--- src/rtl/st_timing_adapter_credit_fifo_if.sv ---
// st_timing_adapter_credit_fifo_if
// Avalon-ST beat bundle: valid/ready handshake plus data, packet markers
// and empty symbol count.
//   master : stream source (drives valid and payload, receives ready)
//   slave  : stream sink   (receives valid and payload, drives ready)
interface st_timing_adapter_credit_fifo_if #(
  parameter int unsigned DATA_WIDTH  = 24,
  parameter int unsigned EMPTY_WIDTH = 2
);
  logic                   valid;
  logic                   ready;
  logic [DATA_WIDTH-1:0]  data;
  logic                   startofpacket;
  logic                   endofpacket;
  logic [EMPTY_WIDTH-1:0] empty;

  modport master (
    output valid, data, startofpacket, endofpacket, empty,
    input  ready
  );

  modport slave (
    input  valid, data, startofpacket, endofpacket, empty,
    output ready
  );
endinterface

--- src/rtl/st_timing_adapter_credit_fifo.sv ---
// st_timing_adapter_credit_fifo
// Absorbs an upstream Avalon-ST ready latency (IN_READY_LATENCY) into a
// credit-tracked FIFO and presents a ready-latency-0 source downstream.
// Ports:
//   clk, reset  : single rising-edge clock, synchronous active-high reset
//   in_st       : upstream sink side (in_ready granted IN_READY_LATENCY ahead)
//   out_st      : downstream source side, ready latency 0, head-of-FIFO payload
//   fill_level  : entries currently stored
//   overflow    : sticky dropped-beat flag
//   drop_count  : saturating dropped-beat counter
// Optional feature macro: ST_TIMING_ADAPTER_OVERFLOW_DETECT_EN enables the
// overflow flag and drop counter; otherwise both are tied to zero.
module st_timing_adapter_credit_fifo #(
  parameter int unsigned DATA_WIDTH       = 24,
  parameter int unsigned EMPTY_WIDTH      = 2,
  parameter int unsigned DEPTH            = 8,
  parameter int unsigned IN_READY_LATENCY = 0
) (
  input  logic                         clk,
  input  logic                         reset,
  st_timing_adapter_credit_fifo_if.slave  in_st,
  st_timing_adapter_credit_fifo_if.master out_st,
  output logic [$clog2(DEPTH+1)-1:0]   fill_level,
  output logic                         overflow,
  output logic [7:0]                   drop_count
);

  localparam int unsigned PTR_W = $clog2(DEPTH);
  localparam int unsigned FILL_W = $clog2(DEPTH + 1);
  localparam int unsigned CRD_W = FILL_W + 1;
  localparam int unsigned PAY_W = DATA_WIDTH + 2 + EMPTY_WIDTH;

  logic [PAY_W-1:0]  r_mem [DEPTH];
  logic [PTR_W-1:0]  r_wr_ptr;
  logic [PTR_W-1:0]  r_rd_ptr;
  logic [FILL_W-1:0] r_fill;

  logic [CRD_W-1:0]  w_inflight;
  logic              w_in_ready;
  logic              w_out_valid;
  logic              w_full;
  logic              w_push;
  logic              w_pop;
  logic              w_accept;
  logic [PAY_W-1:0]  w_in_payload;

  // Outstanding grants: in_ready values whose beats have not yet arrived.
  if (IN_READY_LATENCY > 0) begin : g_hist
    logic [IN_READY_LATENCY-1:0] r_hist;

    always_ff @(posedge clk) begin
      if (reset) r_hist <= '0;
      else       r_hist <= (r_hist << 1) | IN_READY_LATENCY'(w_in_ready);
    end

    always_comb begin
      w_inflight = '0;
      for (int i = 0; i < int'(IN_READY_LATENCY); i++) begin
        w_inflight = w_inflight + CRD_W'(r_hist[i]);
      end
    end
  end else begin : g_no_hist
    assign w_inflight = '0;
  end

  // Ready is a function of registered state only; pops raise it next cycle.
  assign w_in_ready  = !reset && ((CRD_W'(r_fill) + w_inflight) < CRD_W'(DEPTH));
  assign w_out_valid = (r_fill != '0);
  assign w_full      = (r_fill == FILL_W'(DEPTH));

  // With latency > 0 a beat was already granted, so valid alone pushes.
  assign w_push   = in_st.valid && ((IN_READY_LATENCY == 0) ? w_in_ready : 1'b1);
  assign w_pop    = w_out_valid && out_st.ready;
  assign w_accept = w_push && (!w_full || w_pop);

  assign w_in_payload = {in_st.data, in_st.startofpacket, in_st.endofpacket, in_st.empty};

  // Pointers and occupancy.
  always_ff @(posedge clk) begin
    if (reset) begin
      r_wr_ptr <= '0;
      r_rd_ptr <= '0;
      r_fill   <= '0;
    end else begin
      if (w_accept) r_wr_ptr <= r_wr_ptr + PTR_W'(1);
      if (w_pop)    r_rd_ptr <= r_rd_ptr + PTR_W'(1);
      case ({w_accept, w_pop})
        2'b10:   r_fill <= r_fill + FILL_W'(1);
        2'b01:   r_fill <= r_fill - FILL_W'(1);
        default: r_fill <= r_fill;
      endcase
    end
  end

  // Payload storage is intentionally not reset.
  always_ff @(posedge clk) begin
    if (w_accept && !reset) r_mem[r_wr_ptr] <= w_in_payload;
  end

  assign in_st.ready = w_in_ready;
  assign out_st.valid = w_out_valid;
  assign {out_st.data, out_st.startofpacket, out_st.endofpacket, out_st.empty} = r_mem[r_rd_ptr];
  assign fill_level = r_fill;

`ifdef ST_TIMING_ADAPTER_OVERFLOW_DETECT_EN
  logic       w_drop;
  logic       r_overflow;
  logic [7:0] r_drop_count;

  assign w_drop = w_push && w_full && !w_pop;

  // Sticky flag and saturating count of beats pushed into a full FIFO.
  always_ff @(posedge clk) begin
    if (reset) begin
      r_overflow   <= 1'b0;
      r_drop_count <= 8'd0;
    end else if (w_drop) begin
      r_overflow <= 1'b1;
      if (r_drop_count != 8'hFF) r_drop_count <= r_drop_count + 8'd1;
    end
  end

  assign overflow   = r_overflow;
  assign drop_count = r_drop_count;
`else
  assign overflow   = 1'b0;
  assign drop_count = 8'd0;
`endif

endmodule

--- src/flat_wrapper.sv ---
// flat-port wrapper written by rule: the top's interface ports become plain ports
module st_timing_adapter_credit_fifo_flat 
#(
  parameter int unsigned DATA_WIDTH       = 24,
  parameter int unsigned EMPTY_WIDTH      = 2,
  parameter int unsigned DEPTH            = 8,
  parameter int unsigned IN_READY_LATENCY = 0
)
  (clk, reset, fill_level, overflow, drop_count, in_st_valid, in_st_data, in_st_startofpacket, in_st_endofpacket, in_st_empty, in_st_ready, out_st_valid, out_st_data, out_st_startofpacket, out_st_endofpacket, out_st_empty, out_st_ready);
  st_timing_adapter_credit_fifo_if #(.DATA_WIDTH(DATA_WIDTH), .EMPTY_WIDTH(EMPTY_WIDTH)) in_st_i ();
  st_timing_adapter_credit_fifo_if #(.DATA_WIDTH(DATA_WIDTH), .EMPTY_WIDTH(EMPTY_WIDTH)) out_st_i ();
  input  logic clk;
  input  logic reset;
  output logic [$clog2(DEPTH+1)-1:0] fill_level;
  output logic overflow;
  output logic [7:0] drop_count;
  input wire logic [$bits(in_st_i.valid)-1:0] in_st_valid;
  input wire logic [$bits(in_st_i.data)-1:0] in_st_data;
  input wire logic [$bits(in_st_i.startofpacket)-1:0] in_st_startofpacket;
  input wire logic [$bits(in_st_i.endofpacket)-1:0] in_st_endofpacket;
  input wire logic [$bits(in_st_i.empty)-1:0] in_st_empty;
  output wire logic [$bits(in_st_i.ready)-1:0] in_st_ready;
  output wire logic [$bits(out_st_i.valid)-1:0] out_st_valid;
  output wire logic [$bits(out_st_i.data)-1:0] out_st_data;
  output wire logic [$bits(out_st_i.startofpacket)-1:0] out_st_startofpacket;
  output wire logic [$bits(out_st_i.endofpacket)-1:0] out_st_endofpacket;
  output wire logic [$bits(out_st_i.empty)-1:0] out_st_empty;
  input wire logic [$bits(out_st_i.ready)-1:0] out_st_ready;
  assign in_st_i.valid = in_st_valid;
  assign in_st_i.data = in_st_data;
  assign in_st_i.startofpacket = in_st_startofpacket;
  assign in_st_i.endofpacket = in_st_endofpacket;
  assign in_st_i.empty = in_st_empty;
  assign in_st_ready = in_st_i.ready;
  assign out_st_valid = out_st_i.valid;
  assign out_st_data = out_st_i.data;
  assign out_st_startofpacket = out_st_i.startofpacket;
  assign out_st_endofpacket = out_st_i.endofpacket;
  assign out_st_empty = out_st_i.empty;
  assign out_st_i.ready = out_st_ready;
  st_timing_adapter_credit_fifo #(.DATA_WIDTH(DATA_WIDTH), .EMPTY_WIDTH(EMPTY_WIDTH), .DEPTH(DEPTH), .IN_READY_LATENCY(IN_READY_LATENCY)) u_core (.clk(clk), .reset(reset), .in_st(in_st_i), .out_st(out_st_i), .fill_level(fill_level), .overflow(overflow), .drop_count(drop_count));
endmodule
--- config.mk ---
export PLATFORM = sky130hd
export DESIGN_NAME = st_timing_adapter_credit_fifo_flat
export DESIGN_NICKNAME = d
export VERILOG_FILES = /design/src/rtl/st_timing_adapter_credit_fifo_if.sv /design/src/rtl/st_timing_adapter_credit_fifo.sv /design/src/flat_wrapper.sv
export SDC_FILE = /design/constraint.sdc
export NUM_CORES = 1
export LEC_CHECK = 0
export ABC_CLOCK_PERIOD_IN_PS = 3700
export BUFFER_PORTS_ARGS = -buffer_cell sky130_fd_sc_hd__buf_2
export CAP_MARGIN = 20
export CORE_MARGIN = 10
export CORE_UTILIZATION = 57
export CTS_CLUSTER_SIZE = 16
export DETAILED_ROUTE_END_ITERATION = 10
export MAX_ROUTING_LAYER = met4
export PLACE_DENSITY = 0.85
export SLEW_MARGIN = 15
export SYNTH_ARGS = -nofsm -noshare
export SYNTH_HDL_FRONTEND = slang
export SYNTH_SLANG_ARGS = --single-unit
export TNS_END_PERCENT = 30
--- constraint.sdc ---
create_clock -name clk -period 3.7 [get_ports clk]
set_input_delay 0.37 -clock clk [delete_from_list [all_inputs] [get_ports clk]]
set_output_delay 0.37 -clock clk [all_outputs]
set_load 0.05 [all_outputs]
==> impl_metrics.tcl <==
set metrics [dict create \
    io_buffers 65 \
    wire_per_inst_um 24.5 \
    grt_max_degree 34 \
    power_density_nw_per_um2 681 \
    cts_buffers 22 \
    antenna_found_initial 3 \
    met3_usage_pct 4.05 \
    hold_viol_final 0 \
    arrival_ns 2.67 \
    synth_area_um2 9120 \
    startpoint_type "register" \
    fin_crit_ns 3.04 \
    top_usage_layer "met2" \
    post_synth.cell_area_avg_um2 22.4 \
    max-vdd-ir-drop_uv 519 \
    yosysSeqAreaShare_pct 76.6 \
    initial_core_util_pct 57.8 \
    clockBufferDepth 3 \
    detail-route-antenna-nets 0 \
    grt_usage_pct 17.4 \
    layout-drive-gt1-share_pct 39.3 \
    ys.warnings.count 0 \
    core_area_um2 15800 \
    grt_pass1_vias 4629 \
    die_x_um 147 \
    fin_crit_sh_pct 82.2 \
    nets 533 \
    use_met2_pct 27.6 \
    r2r_cells 9 \
    gp_congestion 0.742 \
    fillers 1016 \
    cts_tree "done" \
    routed-via-count 4288 \
    grt_first_pass_wirelength_um 27900 \
    rsz0062_at_grt "no" \
    cts.repair.resized 0 \
    synth_cells 408 \
    die-area_um2 21500 \
    via_per_inst 5.87 \
    drv_cap 0 \
    cts_setup_buffers 0 \
    drt_iter0_markers 402 \
    power_mw 7.14 \
    htree_levels 1 \
    report.final.slew_viol_count 0 \
    status "complete, no violations" \
    drc 0 \
    cts_sinks 237 \
    cp_slowest_cell "dfxtp_4" \
    routed_wl_um 17900 \
    fin_skew_ns 0.00561 \
    fmax_mhz 329 \
    critPathKind "reg -> out" \
    top_level_ports 75 \
    area_growth_pct 14.9 \
    worst_pin_slew_ns 0.870 \
    crit_chain "buf_4 -> mux4_2 -> mux2_2 -> buf_2" \
    power_leakage_nw 3.42 \
    grt_overflow 0 \
    cp-end-kind "primary output" \
    cp_data_required_time_ns 3.33 \
    synth-seq-cells 237 \
    cts-root-buf "clkbuf_16" \
    postCtsHoldBufs 0 \
    drtPass1Iterations 5 \
    die_h_um 147 \
    final_area_um2 10500 \
    slowest_delay_ns 0.76 \
    cp_max_fo 33 \
    min_path_cells 1 \
    gr-usage-met1_pct 22.1 \
    rows 46 \
    hpwlAfterDp_um 10300 \
    path_clk_slew_ns 0.06 \
    relSlewSlack_pct 42.0 \
    placed_area_um2 9780 \
    hold_path.class "in -> reg" \
    setup_viol 0 \
    ys_types 27 \
    clk_latency_ns 0.50 \
]
-- stage by stage --
stage / setup slack, ns / hold WS, ns / TNS [ns] / util, % / std cells
floorplan: -0.288 / 0.439 / -8.05 / - / 416
global placement: 1.14 / 0.470 / 0 / 62.0 / 687
detailed placement: 0.950 / 0.478 / 0 / 62.0 / 687
CTS: 0.593 / 0.124 / 0 / 66.4 / 727
global route: 0.497 / 0.135 / 0 / 66.5 / 730
finish: 0.657 / 0.136 / 0 / 66.5 / 731
-- worst paths after layout --
check        slack (ns)                   end                 start
min reg2reg        0.49              register    u_core.r_rd_ptr[1]
max reg2reg        0.90  u_core.fill_level[3]  u_core.fill_level[3]
max                0.66       out_st_data[18]              register
min                0.14    u_core.r_mem[4][5]         in_st_data[1]
-- worst max-delay path: cells and delay by family (launching register included) --
kind                   cells  cell delay, ns
muxes                      2            0.83
DFF                        1            0.76
buffers and inverters      2            0.56
-- layer usage --
layer / part of all wire, % / vias up
met2: 51 / 209
met5: 0 / -
met3: 8.1 / 27
met4: 1.5 / 0
met1: 40 / 2204
li1: - / 1848
-- cells in the mapped netlist, drive strengths merged --
cell	number	share of area (%)
buf	17	1.5
conb	1	0.041
or4	2	0.16
and3	1	0.069
nor2b	1	0.069
nand2b	2	0.14
xnor2	1	0.096
nor2	18	0.74
mux2	28	3.5
fa	1	0.22
or2	1	0.069
dfxtp	13	2.9
o31ai	1	0.082
ha	5	0.69
edfxtp	224	74
a21oi	6	0.33
mux4	56	14
clkbuf	9	0.37
nand3	4	0.22
inv	4	0.16
mux2i	1	0.11
nor3	2	0.11
xor2	5	0.48
nand2	5	0.21
-- report_power, final --
| group | total, mW | internal (mW) | leakage, nW | switching [mW] |
|---|---|---|---|---|
| sequential | 3.21 | 3.05 | 2.13 | 0.160 |
| clock | 2.18 | 1.27 | 0.343 | 0.905 |
| combinational | 1.75 | 0.695 | 0.947 | 1.06 |
-- layout make-up --
type	instances	area, um^2	share of cell area, %
diodes	4	10.0	0.0955
clock buffers	34	647	6.17
clock inverters	6	52.6	0.501
inverters	4	15.0	0.143
multi-input cells	149	2040	19.5
flip-flops and latches	237	6990	66.7
well taps	216	270	2.58
repair buffers	81	458	4.37
-- layout by cell type, fill, tap and decap left out, drive strengths merged, types with 6 or more instances in the layout --
master	count
conb	9
dfxtp	13
mux2	28
buf	81
a21oi	6
clkbuf	34
edfxtp	224
nor2	18
mux4	56
-- state kept, by name, indices dropped and copies added, names as in the netlist, named ones only --
signal,count
u_core.fill_level,4
u_core.r_rd_ptr,3
u_core.r_wr_ptr,3
u_core.r_mem,224
-- kinds of logic (layout without fill, tap and decap cells) --
kind of cell	after synthesis	count (layout)	synth area share [%]
buffers and inverters	30	125	2.06
muxes	85	85	17.6
and+or+nand+nor	36	36	1.78
xor gates and xnor gates	6	6	0.576
DFF	237	237	76.6
AOI/OAI and AO/OA	7	7	0.412
other	1	13	0.0411
adders and majority gates	6	6	0.905
No activity file was read; power rests on OpenSTA's default activity.
